[src/rtl/hazard_ctrl_if.sv]
// Pipeline-control bus between the 5-stage datapath and hazard_ctrl.
// The master side is the datapath, and the slave side is the sequencer.
interface hazard_ctrl_if;
    logic [4:0]  Rs1D, Rs2D, Rs1E, Rs2E, RdE, RdM, RdW;
    logic        ResultSrcE, PCSrcE, RegWriteM, RegWriteW, MemReqM, MemReadyM;
    logic        StallF, StallD, StallE, StallM;
    logic        FlushD, FlushE, FlushW;
    logic [1:0]  ForwardAE, ForwardBE;
    logic        MemTimeout;
    logic [31:0] StallCycles, FlushCount;

    modport master (
        output Rs1D, Rs2D, Rs1E, Rs2E, RdE, RdM, RdW,
        output ResultSrcE, PCSrcE, RegWriteM, RegWriteW, MemReqM, MemReadyM,
        input  StallF, StallD, StallE, StallM, FlushD, FlushE, FlushW,
        input  ForwardAE, ForwardBE, MemTimeout, StallCycles, FlushCount
    );

    modport slave (
        input  Rs1D, Rs2D, Rs1E, Rs2E, RdE, RdM, RdW,
        input  ResultSrcE, PCSrcE, RegWriteM, RegWriteW, MemReqM, MemReadyM,
        output StallF, StallD, StallE, StallM, FlushD, FlushE, FlushW,
        output ForwardAE, ForwardBE, MemTimeout, StallCycles, FlushCount
    );
endinterface

[src/rtl/hazard_ctrl.sv]
// Stall/flush/forward sequencer for the 5-stage core, including start-up flushing and memory wait states.
// The optional performance counters are enabled with the HAZARD_PERF_EN macro.
module hazard_ctrl #(
    parameter int unsigned INIT_FLUSH  = 2,
    parameter int unsigned MEM_TIMEOUT = 16
) (
    input  logic         CLK,
    input  logic         RST_N,
    hazard_ctrl_if.slave bus
);
    localparam int unsigned ICW = 4;
    localparam int unsigned WCW = 8;

    typedef enum logic [1:0] {S_INIT, S_RUN, S_MEM_WAIT} state_t;

    state_t         state, state_nxt;
    logic [ICW-1:0] init_cnt, init_cnt_nxt;
    logic [WCW-1:0] wait_cnt, wait_cnt_nxt;
    logic           mem_timeout, mem_timeout_nxt;
    logic           load_use, mem_stall;
    logic           stall_f, stall_d, stall_e, stall_m;
    logic           flush_d, flush_e, flush_w;

    always_ff @(posedge CLK or negedge RST_N) begin
        if (!RST_N) begin
            state       <= S_INIT;
            init_cnt    <= '0;
            wait_cnt    <= '0;
            mem_timeout <= 1'b0;
        end else begin
            state       <= state_nxt;
            init_cnt    <= init_cnt_nxt;
            wait_cnt    <= wait_cnt_nxt;
            mem_timeout <= mem_timeout_nxt;
        end
    end

    // Next state and pipeline controls; memory wait beats branch beats load-use
    always_comb begin
        state_nxt       = state;
        init_cnt_nxt    = init_cnt;
        wait_cnt_nxt    = wait_cnt;
        mem_timeout_nxt = mem_timeout;
        stall_f = 1'b0;
        stall_d = 1'b0;
        stall_e = 1'b0;
        stall_m = 1'b0;
        flush_d = 1'b0;
        flush_e = 1'b0;
        flush_w = 1'b0;

        load_use  = bus.ResultSrcE && (bus.RdE != 5'd0) &&
                    ((bus.RdE == bus.Rs1D) || (bus.RdE == bus.Rs2D));
        mem_stall = bus.MemReqM && !bus.MemReadyM;

        case (state)
            S_INIT: begin
                flush_d = 1'b1;
                flush_e = 1'b1;
                if (init_cnt == ICW'(INIT_FLUSH - 1)) begin
                    init_cnt_nxt = '0;
                    state_nxt    = S_RUN;
                end else begin
                    init_cnt_nxt = init_cnt + ICW'(1);
                end
            end
            S_RUN: begin
                if (mem_stall) begin
                    {stall_f, stall_d, stall_e, stall_m} = 4'b1111;
                    flush_w      = 1'b1;
                    wait_cnt_nxt = WCW'(1);
                    state_nxt    = S_MEM_WAIT;
                end else if (bus.PCSrcE) begin
                    flush_d = 1'b1;
                    flush_e = 1'b1;
                end else if (load_use) begin
                    stall_f = 1'b1;
                    stall_d = 1'b1;
                    flush_e = 1'b1;
                end
            end
            S_MEM_WAIT: begin
                {stall_f, stall_d, stall_e, stall_m} = 4'b1111;
                flush_w = 1'b1;
                // A dropped request counts as completion
                if (bus.MemReadyM || !bus.MemReqM) begin
                    wait_cnt_nxt = '0;
                    state_nxt    = S_RUN;
                end else if (wait_cnt == WCW'(MEM_TIMEOUT - 1)) begin
                    mem_timeout_nxt = 1'b1;
                    wait_cnt_nxt    = '0;
                    state_nxt       = S_RUN;
                end else begin
                    wait_cnt_nxt = wait_cnt + WCW'(1);
                end
            end
            default: state_nxt = S_INIT;
        endcase
    end

    // Forward selects: M result has priority over W, and x0 never forwards
    always_comb begin
        bus.ForwardAE = 2'b00;
        bus.ForwardBE = 2'b00;
        if (RST_N) begin
            if (bus.RegWriteM && (bus.RdM != 5'd0) && (bus.RdM == bus.Rs1E))
                bus.ForwardAE = 2'b10;
            else if (bus.RegWriteW && (bus.RdW != 5'd0) && (bus.RdW == bus.Rs1E))
                bus.ForwardAE = 2'b01;
            if (bus.RegWriteM && (bus.RdM != 5'd0) && (bus.RdM == bus.Rs2E))
                bus.ForwardBE = 2'b10;
            else if (bus.RegWriteW && (bus.RdW != 5'd0) && (bus.RdW == bus.Rs2E))
                bus.ForwardBE = 2'b01;
        end
    end

    assign bus.StallF     = stall_f;
    assign bus.StallD     = stall_d;
    assign bus.StallE     = stall_e;
    assign bus.StallM     = stall_m;
    assign bus.FlushD     = flush_d;
    assign bus.FlushE     = flush_e;
    assign bus.FlushW     = flush_w;
    assign bus.MemTimeout = mem_timeout;

`ifdef HAZARD_PERF_EN
    logic [31:0] stall_cycles, flush_count;

    // Start-up flushing is not a pipeline event, so INIT cycles are not counted
    always_ff @(posedge CLK or negedge RST_N) begin
        if (!RST_N) begin
            stall_cycles <= '0;
            flush_count  <= '0;
        end else if (state != S_INIT) begin
            if (stall_f) stall_cycles <= stall_cycles + 32'd1;
            if (flush_e) flush_count  <= flush_count + 32'd1;
        end
    end

    assign bus.StallCycles = stall_cycles;
    assign bus.FlushCount  = flush_count;
`else
    assign bus.StallCycles = 32'd0;
    assign bus.FlushCount  = 32'd0;
`endif
endmodule

[src/flat_wrapper.sv]
// flat-port wrapper written by rule: the top's interface ports become plain ports
module hazard_ctrl_flat 
#(
    parameter int unsigned INIT_FLUSH  = 2,
    parameter int unsigned MEM_TIMEOUT = 16
)
  (CLK, RST_N, bus_Rs1D, bus_Rs2D, bus_Rs1E, bus_Rs2E, bus_RdE, bus_RdM, bus_RdW, bus_ResultSrcE, bus_PCSrcE, bus_RegWriteM, bus_RegWriteW, bus_MemReqM, bus_MemReadyM, bus_StallF, bus_StallD, bus_StallE, bus_StallM, bus_FlushD, bus_FlushE, bus_FlushW, bus_ForwardAE, bus_ForwardBE, bus_MemTimeout, bus_StallCycles, bus_FlushCount);
  hazard_ctrl_if bus_i ();
  input  logic CLK;
  input  logic RST_N;
  input wire logic [$bits(bus_i.Rs1D)-1:0] bus_Rs1D;
  input wire logic [$bits(bus_i.Rs2D)-1:0] bus_Rs2D;
  input wire logic [$bits(bus_i.Rs1E)-1:0] bus_Rs1E;
  input wire logic [$bits(bus_i.Rs2E)-1:0] bus_Rs2E;
  input wire logic [$bits(bus_i.RdE)-1:0] bus_RdE;
  input wire logic [$bits(bus_i.RdM)-1:0] bus_RdM;
  input wire logic [$bits(bus_i.RdW)-1:0] bus_RdW;
  input wire logic [$bits(bus_i.ResultSrcE)-1:0] bus_ResultSrcE;
  input wire logic [$bits(bus_i.PCSrcE)-1:0] bus_PCSrcE;
  input wire logic [$bits(bus_i.RegWriteM)-1:0] bus_RegWriteM;
  input wire logic [$bits(bus_i.RegWriteW)-1:0] bus_RegWriteW;
  input wire logic [$bits(bus_i.MemReqM)-1:0] bus_MemReqM;
  input wire logic [$bits(bus_i.MemReadyM)-1:0] bus_MemReadyM;
  output wire logic [$bits(bus_i.StallF)-1:0] bus_StallF;
  output wire logic [$bits(bus_i.StallD)-1:0] bus_StallD;
  output wire logic [$bits(bus_i.StallE)-1:0] bus_StallE;
  output wire logic [$bits(bus_i.StallM)-1:0] bus_StallM;
  output wire logic [$bits(bus_i.FlushD)-1:0] bus_FlushD;
  output wire logic [$bits(bus_i.FlushE)-1:0] bus_FlushE;
  output wire logic [$bits(bus_i.FlushW)-1:0] bus_FlushW;
  output wire logic [$bits(bus_i.ForwardAE)-1:0] bus_ForwardAE;
  output wire logic [$bits(bus_i.ForwardBE)-1:0] bus_ForwardBE;
  output wire logic [$bits(bus_i.MemTimeout)-1:0] bus_MemTimeout;
  output wire logic [$bits(bus_i.StallCycles)-1:0] bus_StallCycles;
  output wire logic [$bits(bus_i.FlushCount)-1:0] bus_FlushCount;
  assign bus_i.Rs1D = bus_Rs1D;
  assign bus_i.Rs2D = bus_Rs2D;
  assign bus_i.Rs1E = bus_Rs1E;
  assign bus_i.Rs2E = bus_Rs2E;
  assign bus_i.RdE = bus_RdE;
  assign bus_i.RdM = bus_RdM;
  assign bus_i.RdW = bus_RdW;
  assign bus_i.ResultSrcE = bus_ResultSrcE;
  assign bus_i.PCSrcE = bus_PCSrcE;
  assign bus_i.RegWriteM = bus_RegWriteM;
  assign bus_i.RegWriteW = bus_RegWriteW;
  assign bus_i.MemReqM = bus_MemReqM;
  assign bus_i.MemReadyM = bus_MemReadyM;
  assign bus_StallF = bus_i.StallF;
  assign bus_StallD = bus_i.StallD;
  assign bus_StallE = bus_i.StallE;
  assign bus_StallM = bus_i.StallM;
  assign bus_FlushD = bus_i.FlushD;
  assign bus_FlushE = bus_i.FlushE;
  assign bus_FlushW = bus_i.FlushW;
  assign bus_ForwardAE = bus_i.ForwardAE;
  assign bus_ForwardBE = bus_i.ForwardBE;
  assign bus_MemTimeout = bus_i.MemTimeout;
  assign bus_StallCycles = bus_i.StallCycles;
  assign bus_FlushCount = bus_i.FlushCount;
  hazard_ctrl #(.INIT_FLUSH(INIT_FLUSH), .MEM_TIMEOUT(MEM_TIMEOUT)) u_core (.CLK(CLK), .RST_N(RST_N), .bus(bus_i));
endmodule
[config.mk]
export PLATFORM = sky130hd
export DESIGN_NAME = hazard_ctrl_flat
export DESIGN_NICKNAME = d
export VERILOG_FILES = /design/src/rtl/hazard_ctrl_if.sv /design/src/rtl/hazard_ctrl.sv /design/src/flat_wrapper.sv
export SDC_FILE = /design/constraint.sdc
export NUM_CORES = 1
export LEC_CHECK = 0
export ABC_CLOCK_PERIOD_IN_PS = 3000
export CORE_MARGIN = 2
export CORE_UTILIZATION = 41
export CTS_BUF_LIST = sky130_fd_sc_hd__clkbuf_8
export DETAILED_ROUTE_END_ITERATION = 7
export PLACE_DENSITY = 0.89
export SLEW_MARGIN = 20
export SYNTH_ARGS = -nofsm -noshare
export SYNTH_HDL_FRONTEND = slang
export SYNTH_SLANG_ARGS = --single-unit
[constraint.sdc]
create_clock -name CLK -period 3 [get_ports CLK]
set_clock_uncertainty 0.2 [all_clocks]
set_input_delay 0.75 -clock CLK [delete_from_list [all_inputs] [get_ports CLK]]
set_output_delay 0.75 -clock CLK [all_outputs]
set_load 0.03 [all_outputs]
**After elaboration in Yosys (flattened, before gate mapping)**

Index checks and enable logic that the tools add are counted.

- Flip-flop bits (word level): 15
- Input port bits: 43

- Add/sub/neg operators: 2
- Equal/unequal tests: 13
- Muxes and demuxes: 28
- Bitwise operators: 1
- Reduce and logical (&&, ||, !) cells: 21

Operators with widths:

| operator | count |
|---|---|
| $eq 5x5->1 | 6 |
| $mux 8 | 3 |
| $mux 2 | 8 |
| $pmux 8 s2 | 1 |
| $reduce_bool 5->1 | 3 |
| $mux 1 | 10 |
| $logic_and 1x1->1 | 9 |
| $add 8x1->8 const B | 1 |
| $eq 8x4->1 const B | 1 |
| $pmux 1 s2 | 4 |
| $pmux 2 s3 | 1 |
| $reduce_and 3->1 | 2 |
| $add 4x1->4 const B | 1 |
| $eq 4x1->1 const B | 1 |
| $mux 4 | 1 |
| $ne 2x1->1 const B | 2 |
| $ne 3x1->1 const B | 1 |
| $eq 2x1->1 const B | 1 |
| $eq 2x2->1 const B | 1 |
| $logic_not 1->1 | 2 |
| $logic_not 2->1 | 1 |
| $logic_or 1x1->1 | 2 |
| $reduce_and 2->1 | 1 |
| $reduce_bool 2->1 | 1 |
| $not 1->1 | 1 |

**Logic depth before layout (Yosys ltp)**

Gate-level depths: netlist of the first run.

- Depth in word-level cells: 7
- Mapped depth: 7
- Gate-level depth less buffers: 6

**Worst setup path before layout of the first run**

Ideal clock, no wire load.

- Path kind: input port to output port
- Start point: in bus_RdE[3]
- End point: out bus_StallF
- Arrival: 2696 ps
- Setup slack: -646 ps
- Stages: 5
- Buffers on the path: 1
- Cells stage by stage: xor2_1 -> nor3_1 -> a22oi_1 -> o41ai_1 -> buf_4

- Cells in the longest elaborated chain, start to end: 7
- Elaborated cells on any way between the ends: 10

RTL lines:

| what | line | source |
|---|---|---|
| start, declared | flat_wrapper.sv:15 | `input wire logic [$bits(bus_i.RdE)-1:0] bus_RdE;` |
| $eq 5x5->1 or $reduce_bool 5->1 (tied branches) | hazard_ctrl.sv:53, hazard_ctrl.sv:52 |  |
| $logic_or 1x1->1 or $logic_and 1x1->1 (tied branches) | hazard_ctrl.sv:53, hazard_ctrl.sv:52 |  |
| $logic_and 1x1->1 * | hazard_ctrl.sv:52 | `load_use = bus.ResultSrcE && (bus.RdE != 5'd0) &&` |
| $mux 1 * (3 in a row) | - |  |
| $pmux 1 s2 * | - |  |
| end, declared | flat_wrapper.sv:24 | `output wire logic [$bits(bus_i.StallF)-1:0] bus_StallF;` |

Every way passes the cells marked *; elsewhere a longest branch is shown, timed or not.

**Final worst setup path of the first run**

- Start point: in bus_RdM[0]
- End point: out bus_ForwardBE[0]

- Cells in the longest elaborated chain, start to end: 5
- Elaborated cells on any way between the ends: 6

RTL lines:

| what | line | source |
|---|---|---|
| start, declared | flat_wrapper.sv:16 | `input wire logic [$bits(bus_i.RdM)-1:0] bus_RdM;` |
| $reduce_bool 5->1 | hazard_ctrl.sv:110 | `if (bus.RegWriteM && (bus.RdM != 5'd0) && (bus.RdM == bus.Rs2E))` |
| $logic_and 1x1->1 | hazard_ctrl.sv:110 |  |
| $logic_and 1x1->1 * | hazard_ctrl.sv:110 |  |
| $mux 2 * | hazard_ctrl.sv:110 |  |
| $mux 2 * | hazard_ctrl.sv:105 | `if (RST_N) begin` |
| end, declared | flat_wrapper.sv:32 | `output wire logic [$bits(bus_i.ForwardBE)-1:0] bus_ForwardBE;` |

Marked as above.

==> results of run 1 <==
==> power breakdown <==
part | internal (mW) | switching (mW)
Sequential | 0.241 | 0.0411
Combinational | 0.327 | 0.501
Clock | 0.0905 | 0.0676
==> sequential cells by signal, summed over array words and instances, names as in the netlist <==
register	count
u_core.state	2
u_core.init_cnt	4
u_core.bus.MemTimeout	1
u_core.wait_cnt	8
==> routing by layer <==
layer,global-route usage (%),wire (µm),vias to the layer above,part of all wire (%)
li1,-,-,757,-
met1,17.8,1520,727,36
met2,31.9,2260,94,53
met3,3.85,387,10,9.1
met4,5.45,85,0,2.0
met5,0,0,-,0
==> layout make-up <==
type	instances	area (µm²)
Clock inverter	1	3.75
Multi-Input combinational cell	186	1290
Clock buffer	3	41.3
Inverter	6	22.5
Sequential cell	15	375
Tap cell	52	65.1
Fill cell	407	1800
Timing Repair Buffer	83	721
==> through the flow <==
step / hold slack, ns / cell area, µm² / utilization (%)
2_1_floorplan: 0.254 / 2080 / -
3_3_place_gp: 0.269 / 2350 / 54.4
3_5_place_dp: 0.276 / 2350 / 54.4
4_1_cts: 0.290 / 2490 / 57.5
5_1_grt: 0.309 / 2520 / 58.4
6_report: 0.281 / 2520 / 58.4
==> worst min path at each step <==
stage                                       from                           endpoint  slack, ns
2_1_floorplan                              RST_N  u_core.bus.MemTimeout$_DFFE_PN0P_       0.25
3_3_place_gp   u_core.bus.MemTimeout$_DFFE_PN0P_  u_core.bus.MemTimeout$_DFFE_PN0P_       0.27
3_5_place_dp   u_core.bus.MemTimeout$_DFFE_PN0P_  u_core.bus.MemTimeout$_DFFE_PN0P_       0.28
4_1_cts        u_core.bus.MemTimeout$_DFFE_PN0P_  u_core.bus.MemTimeout$_DFFE_PN0P_       0.29
5_1_grt        u_core.bus.MemTimeout$_DFFE_PN0P_  u_core.bus.MemTimeout$_DFFE_PN0P_       0.31
6_report       u_core.bus.MemTimeout$_DFFE_PN0P_  u_core.bus.MemTimeout$_DFFE_PN0P_       0.28
==> cells in the final DEF (no fill, tap or decap), drive strengths merged, types with 2 or more instances in the layout <==
cell	netlist	final
conb	1	64
buf	67	47
xor2	30	30
dlygate4sd2	0	21
dfrtp	15	15
nor2	9	9
xnor2	8	8
inv	6	7
nand2	7	7
clkdlybuf4s15	0	7
nand3	6	6
clkdlybuf4s50	0	6
o21ai	6	6
ha	5	5
nor3	4	4
o211ai	4	4
clkbuf	3	4
nor4	4	4
o2111ai	4	4
or4	3	3
nor2b	3	3
and2	3	3
nand2b	2	2
o21bai	2	2
a21oi	2	2
o41ai	2	2
==> what timing repair did <==
action	in CTS	in global routing
pin swaps	22	10
buffers inserted	4	2
gates resized for setup	119	10
endpoints found under the setup margin	10	7
hold endpoints to repair	0	0
==> cells by family (layout without fill, tap and decap cells) <==
| logic type | Yosys count | in the layout |
|---|---|---|
| muxes | 2 | 2 |
| adders and majority gates | 5 | 5 |
| other | 1 | 64 |
| xor gates and xnor gates | 38 | 38 |
| DFF | 15 | 15 |
| AOI/OAI and AO/OA | 28 | 28 |
| and+or+nand+nor | 49 | 49 |
| buffers and inverters | 76 | 93 |
==> flow_metrics.env, run 1 <==
export IMPL_htreeDepth=1
export IMPL_power_mw=1.27
export IMPL_cts_tree="done"
export IMPL_r2r_cells=8
export IMPL_routabilityCongestion=0.897
export IMPL_violations="setup timing"
export IMPL_stdcell_count=346
export IMPL_ctsHoldBuffers=0
export IMPL_synth_top_cell_by_area="buf_4"
export IMPL_hold_path_class="reg -> reg"
export IMPL_ys_seq_area_share_pct=20.6
export IMPL_die_y_um=70.7
export IMPL_cts_made_buffers=3
export IMPL_dr_pass1_iters=4
export IMPL_fmax_mhz=327
export IMPL_synth_top_area_share_pct=27.6
export IMPL_place_ws_ns=-0.654
export IMPL_detailed_place_hpwl_um=3350
export IMPL_synth_top_family_by_area="buffers and inverters"
export IMPL_yosysMostFrequentCell="buf_4"
export IMPL_setup_violations=2
export IMPL_io_buffers=54
export IMPL_critPathMaxStageDelay_ns=0.52
export IMPL_synth_area_leaders="buf_4, dfrtp_1, xor2_1"
export IMPL_cp_max_fo=2
export IMPL_drive_above_1_share_pct=28.9
export IMPL_synth_compound_gate_area_share_pct=11.3
export IMPL_slew_viol_final=0
export IMPL_timing_rr_start="u_core.state[1]$_DFFE_PN0P_"
export IMPL_clockRootBuffer="clkbuf_8"
export IMPL_start_kind="input port"
export IMPL_rows=24
export IMPL_viasPerCell=4.59
export IMPL_irDropWorstVdd_uv=439
export IMPL_synth_main_ff_cell="dfrtp_1"
export IMPL_worstSetupEndpointType="output port"
export IMPL_synth_simple_area_share_pct=15.6
export IMPL_critPathKind="in -> out"
export IMPL_holdPathStages=1
export IMPL_synth_edf_count=0
export IMPL_required_ns=2.05
export IMPL_clockBufferDepth=2
export IMPL_path_clk_slew_ns=0.06
export IMPL_ant_nets=0
export IMPL_reg2reg_setup_slack_ns=1.01
export IMPL_remaining_drc_errors=0
export IMPL_ys_ff_latch=15
export IMPL_syn_area_um2=1820
export IMPL_grt_overflow_total=0
export IMPL_placed_cells=339
export IMPL_synth_fa_ha_area_share_pct=3.43
export IMPL_worst_slack_ns=-0.0587
export IMPL_die_w_um=70.7
export IMPL_n_antenna_cell=0
export IMPL_antenna_found_initial=0
export IMPL_grt_pass1_vias=1539
export IMPL_dieArea_um2=5000
export IMPL_path_buf_inv=3
export IMPL_drt_iter0_markers=19
export IMPL_crit_chain="buf_8 > or4_4 > o21ai_2 > buf_4 > nor4_2 > nor4_2 > buf_4"
export IMPL_synth_xor_area_share_pct=18.3
export IMPL_ys_warn_count=0
export IMPL_syn_to_final_growth_pct=38.4
export IMPL_power_per_cell_area_nw_per_um2=503
export IMPL_cts_sinks=15
export IMPL_endpoint="bus_ForwardBE[0]"
export IMPL_synthMuxAreaShare_pct=1.17
export IMPL_synth_cell_types=44
export IMPL_synth_avg_cell_area_um2=8.52
export IMPL_leakagePower_nw=1.27
export IMPL_dr_total_vias=1588
export IMPL_status="finished, violations left"
export IMPL_cp_top_family="simple AND/OR/NAND/NOR gates"
export IMPL_wl_per_cell_um=12.3
export IMPL_path_depth=7
export IMPL_period_share_pct=102
export IMPL_routed_wl_um=4250
export IMPL_grt_max_degree=17
export IMPL_tns_ns=-0.0844
export IMPL_synth_common_cells="buf_4, xor2_1, dfrtp_1"
export IMPL_grt_usage_pct=16.6
export IMPL_ys_async_sr_fraction_pct=100
export IMPL_maxCapViolCount=0
export IMPL_fin_crit_ns=3.06
export IMPL_finalNetCount=343
export IMPL_critPathSlowestCell="or4_4"
export IMPL_cp_arrival_ns=2.11
export IMPL_insertion_delay_ns=0.24
export IMPL_rsz0062_at_grt="true"
export IMPL_hold_viol=0
export IMPL_r2r_end="u_core.wait_cnt[7]$_DFFE_PN0P_"
export IMPL_netlist_instances=214
export IMPL_coreArea_um2=4320
export IMPL_ios=119
export IMPL_worstSetupStartpoint="bus_RdM[0]"
export IMPL_start_util_pct=42.2
export IMPL_grt_pass1_wl_um=6670
(Power assumes the default switching activity.)
==> run 2, diff against run 1 <==
- MAX_ROUTING_LAYER: default -> met4
==> flow_metrics.env, run 2 (synthesis results as in run 1) <==
export IMPL_die_w_um=70.7
export IMPL_setup_violations=2
export IMPL_clockBufferDepth=2
export IMPL_finalNetCount=343
export IMPL_post_route_cell_area_um2=2520
export IMPL_power_per_cell_area_nw_per_um2=503
export IMPL_stdcell_count=346
export IMPL_syn_to_final_growth_pct=38.4
export IMPL_dr_pass1_iters=5
export IMPL_path_buf_inv=3
export IMPL_ant_nets=0
export IMPL_cp_max_fo=2
export IMPL_remaining_drc_errors=0
export IMPL_start_util_pct=42.2
export IMPL_layout_common_cells="conb_1, xor2_1, buf_4"
export IMPL_die_y_um=70.7
export IMPL_cts_sinks=15
export IMPL_viasPerCell=4.54
export IMPL_fill_cells=407
export IMPL_grt_pass1_wl_um=6640
export IMPL_slew_viol_final=0
export IMPL_ios=119
export IMPL_maxCapViolCount=0
export IMPL_routabilityCongestion=0.912
export IMPL_fin_crit_ns=3.06
export IMPL_final_common_cell="conb_1"
export IMPL_detailed_place_hpwl_um=3350
export IMPL_irDropWorstVdd_uv=438
export IMPL_wl_per_cell_um=12.3
export IMPL_utilization_pct=58.4
export IMPL_antenna_found_initial=0
export IMPL_cts_tree="done"
export IMPL_critPathMaxStageDelay_ns=0.52
export IMPL_crit_chain="buf_8 > or4_4 > o21ai_2 > buf_4 > nor4_2 > nor4_2 > buf_4"
export IMPL_worstSetupStartpoint="bus_RdM[0]"
export IMPL_htreeDepth=1
export IMPL_period_share_pct=102
export IMPL_holdPathStages=1
export IMPL_reg2reg_setup_slack_ns=1.02
export IMPL_insertion_delay_ns=0.24
export IMPL_grt_overflow_total=0
export IMPL_start_kind="input port"
export IMPL_fmax_mhz=327
export IMPL_routed_wl_um=4240
export IMPL_drt_iter0_markers=20
export IMPL_cts_made_buffers=3
export IMPL_r2r_cells=7
export IMPL_timing_rr_start="u_core.state[0]$_DFFE_PN0P_"
export IMPL_hp_start="u_core.bus.MemTimeout$_DFFE_PN0P_"
export IMPL_io_buffers=54
export IMPL_grt_max_degree=17
export IMPL_path_clk_slew_ns=0.06
export IMPL_placedInstanceArea_um2=2350
export IMPL_ctsHoldBuffers=0
export IMPL_hold_path_class="reg -> reg"
export IMPL_tns_ns=-0.0844
export IMPL_required_ns=2.05
export IMPL_grt_usage_pct=17.1
export IMPL_leakagePower_nw=1.27
export IMPL_grt_pass1_vias=1541
export IMPL_rsz0062_at_grt="true"
export IMPL_reg_largest_list="u_core.wait_cnt (8), u_core.init_cnt (4), u_core.state (2)"
export IMPL_dieArea_um2=5000
export IMPL_clockRootBuffer="clkbuf_8"
export IMPL_critPathSlowestCell="or4_4"
export IMPL_status="finished, violations left"
export IMPL_drive_above_1_share_pct=28.9
export IMPL_rows=24
export IMPL_placed_cells=339
export IMPL_hold_viol=0
export IMPL_n_antenna_cell=0
export IMPL_dr_total_vias=1571
export IMPL_coreArea_um2=4320
export IMPL_cp_arrival_ns=2.11
export IMPL_largest_register_ffs=8
export IMPL_worstSetupEndpointType="output port"
export IMPL_violations="setup timing"
export IMPL_path_depth=7
export IMPL_top_register="u_core.wait_cnt"
export IMPL_cp_top_family="simple AND/OR/NAND/NOR gates"
export IMPL_critPathKind="in -> out"
export IMPL_worst_slack_ns=-0.0587
[run 2: layout make-up]
| cell class | instances | area (µm²) | area share [%] |
|---|---|---|---|
| clock buffer | 3 | 41.3 | 1.64 |
| timing repair buffer | 83 | 721 | 28.6 |
| inverter | 6 | 22.5 | 0.892 |
| tap | 52 | 65.1 | 2.58 |
| clock inverter | 1 | 3.75 | 0.149 |
| sequential | 15 | 375 | 14.9 |
| multi-input combinational | 186 | 1290 | 51.3 |
[run 2: path summary, 6_finish.rpt]
kind | end
max in group asynchronous | u_core.state[1]$_DFFE_PN0P_
min in group asynchronous | u_core.wait_cnt[7]$_DFFE_PN0P_
hold reg to reg | u_core.bus.MemTimeout$_DFFE_PN0P_
setup / recovery | bus_ForwardBE[0]
setup reg to reg | u_core.state[1]$_DFFE_PN0P_
hold / removal | u_core.bus.MemTimeout$_DFFE_PN0P_
[run 2: worst register-to-register path: cells and delay by family (launching register included)]
family,cells,cell delay (ns)
flip-flops,1,0.40
adder cells (fa/ha/maj),1,0.21
AO/OA/AOI/OAI,1,0.20
buffers and inverters,2,0.29
multiplexers,1,0.35
AND/OR/NAND/NOR,2,0.23
[run 2: report_power, final]
group	leakage (nW)	internal, mW	switching [mW]	total (mW)
Sequential	0.201	0.241	0.0414	0.282
Combinational	1.05	0.327	0.501	0.828
Clock	0.0269	0.0905	0.0679	0.158
Total	1.27	0.659	0.610	1.27
[run 2: stage by stage]
| step | setup WS, ns | total power, mW | hold WS [ns] |
|---|---|---|---|
| after floorplan | -0.190 | 0.877 | 0.254 |
| after global placement | -0.594 | 1.07 | 0.269 |
| after detailed placement | -0.654 | 1.09 | 0.276 |
| after CTS | -0.0854 | 1.26 | 0.290 |
| after global routing | -0.0935 | 1.36 | 0.309 |
| final | -0.0587 | 1.27 | 0.282 |
[run 2: timing repair]
action	4_1_cts	5_1_grt
resized for setup	119	10
setup buffers	4	2
cloned	0	0
pin swaps	22	10
setup endpoints to repair	10	7
[run 2: per-layer routing]
metal	vias to the layer above	GRT usage [%]	wire length (µm)
met2	93	31.9	2250
met3	10	2.71	344
met4	0	5.45	85
met5	-	-	0
met1	711	18.3	1560
li1	757	-	-
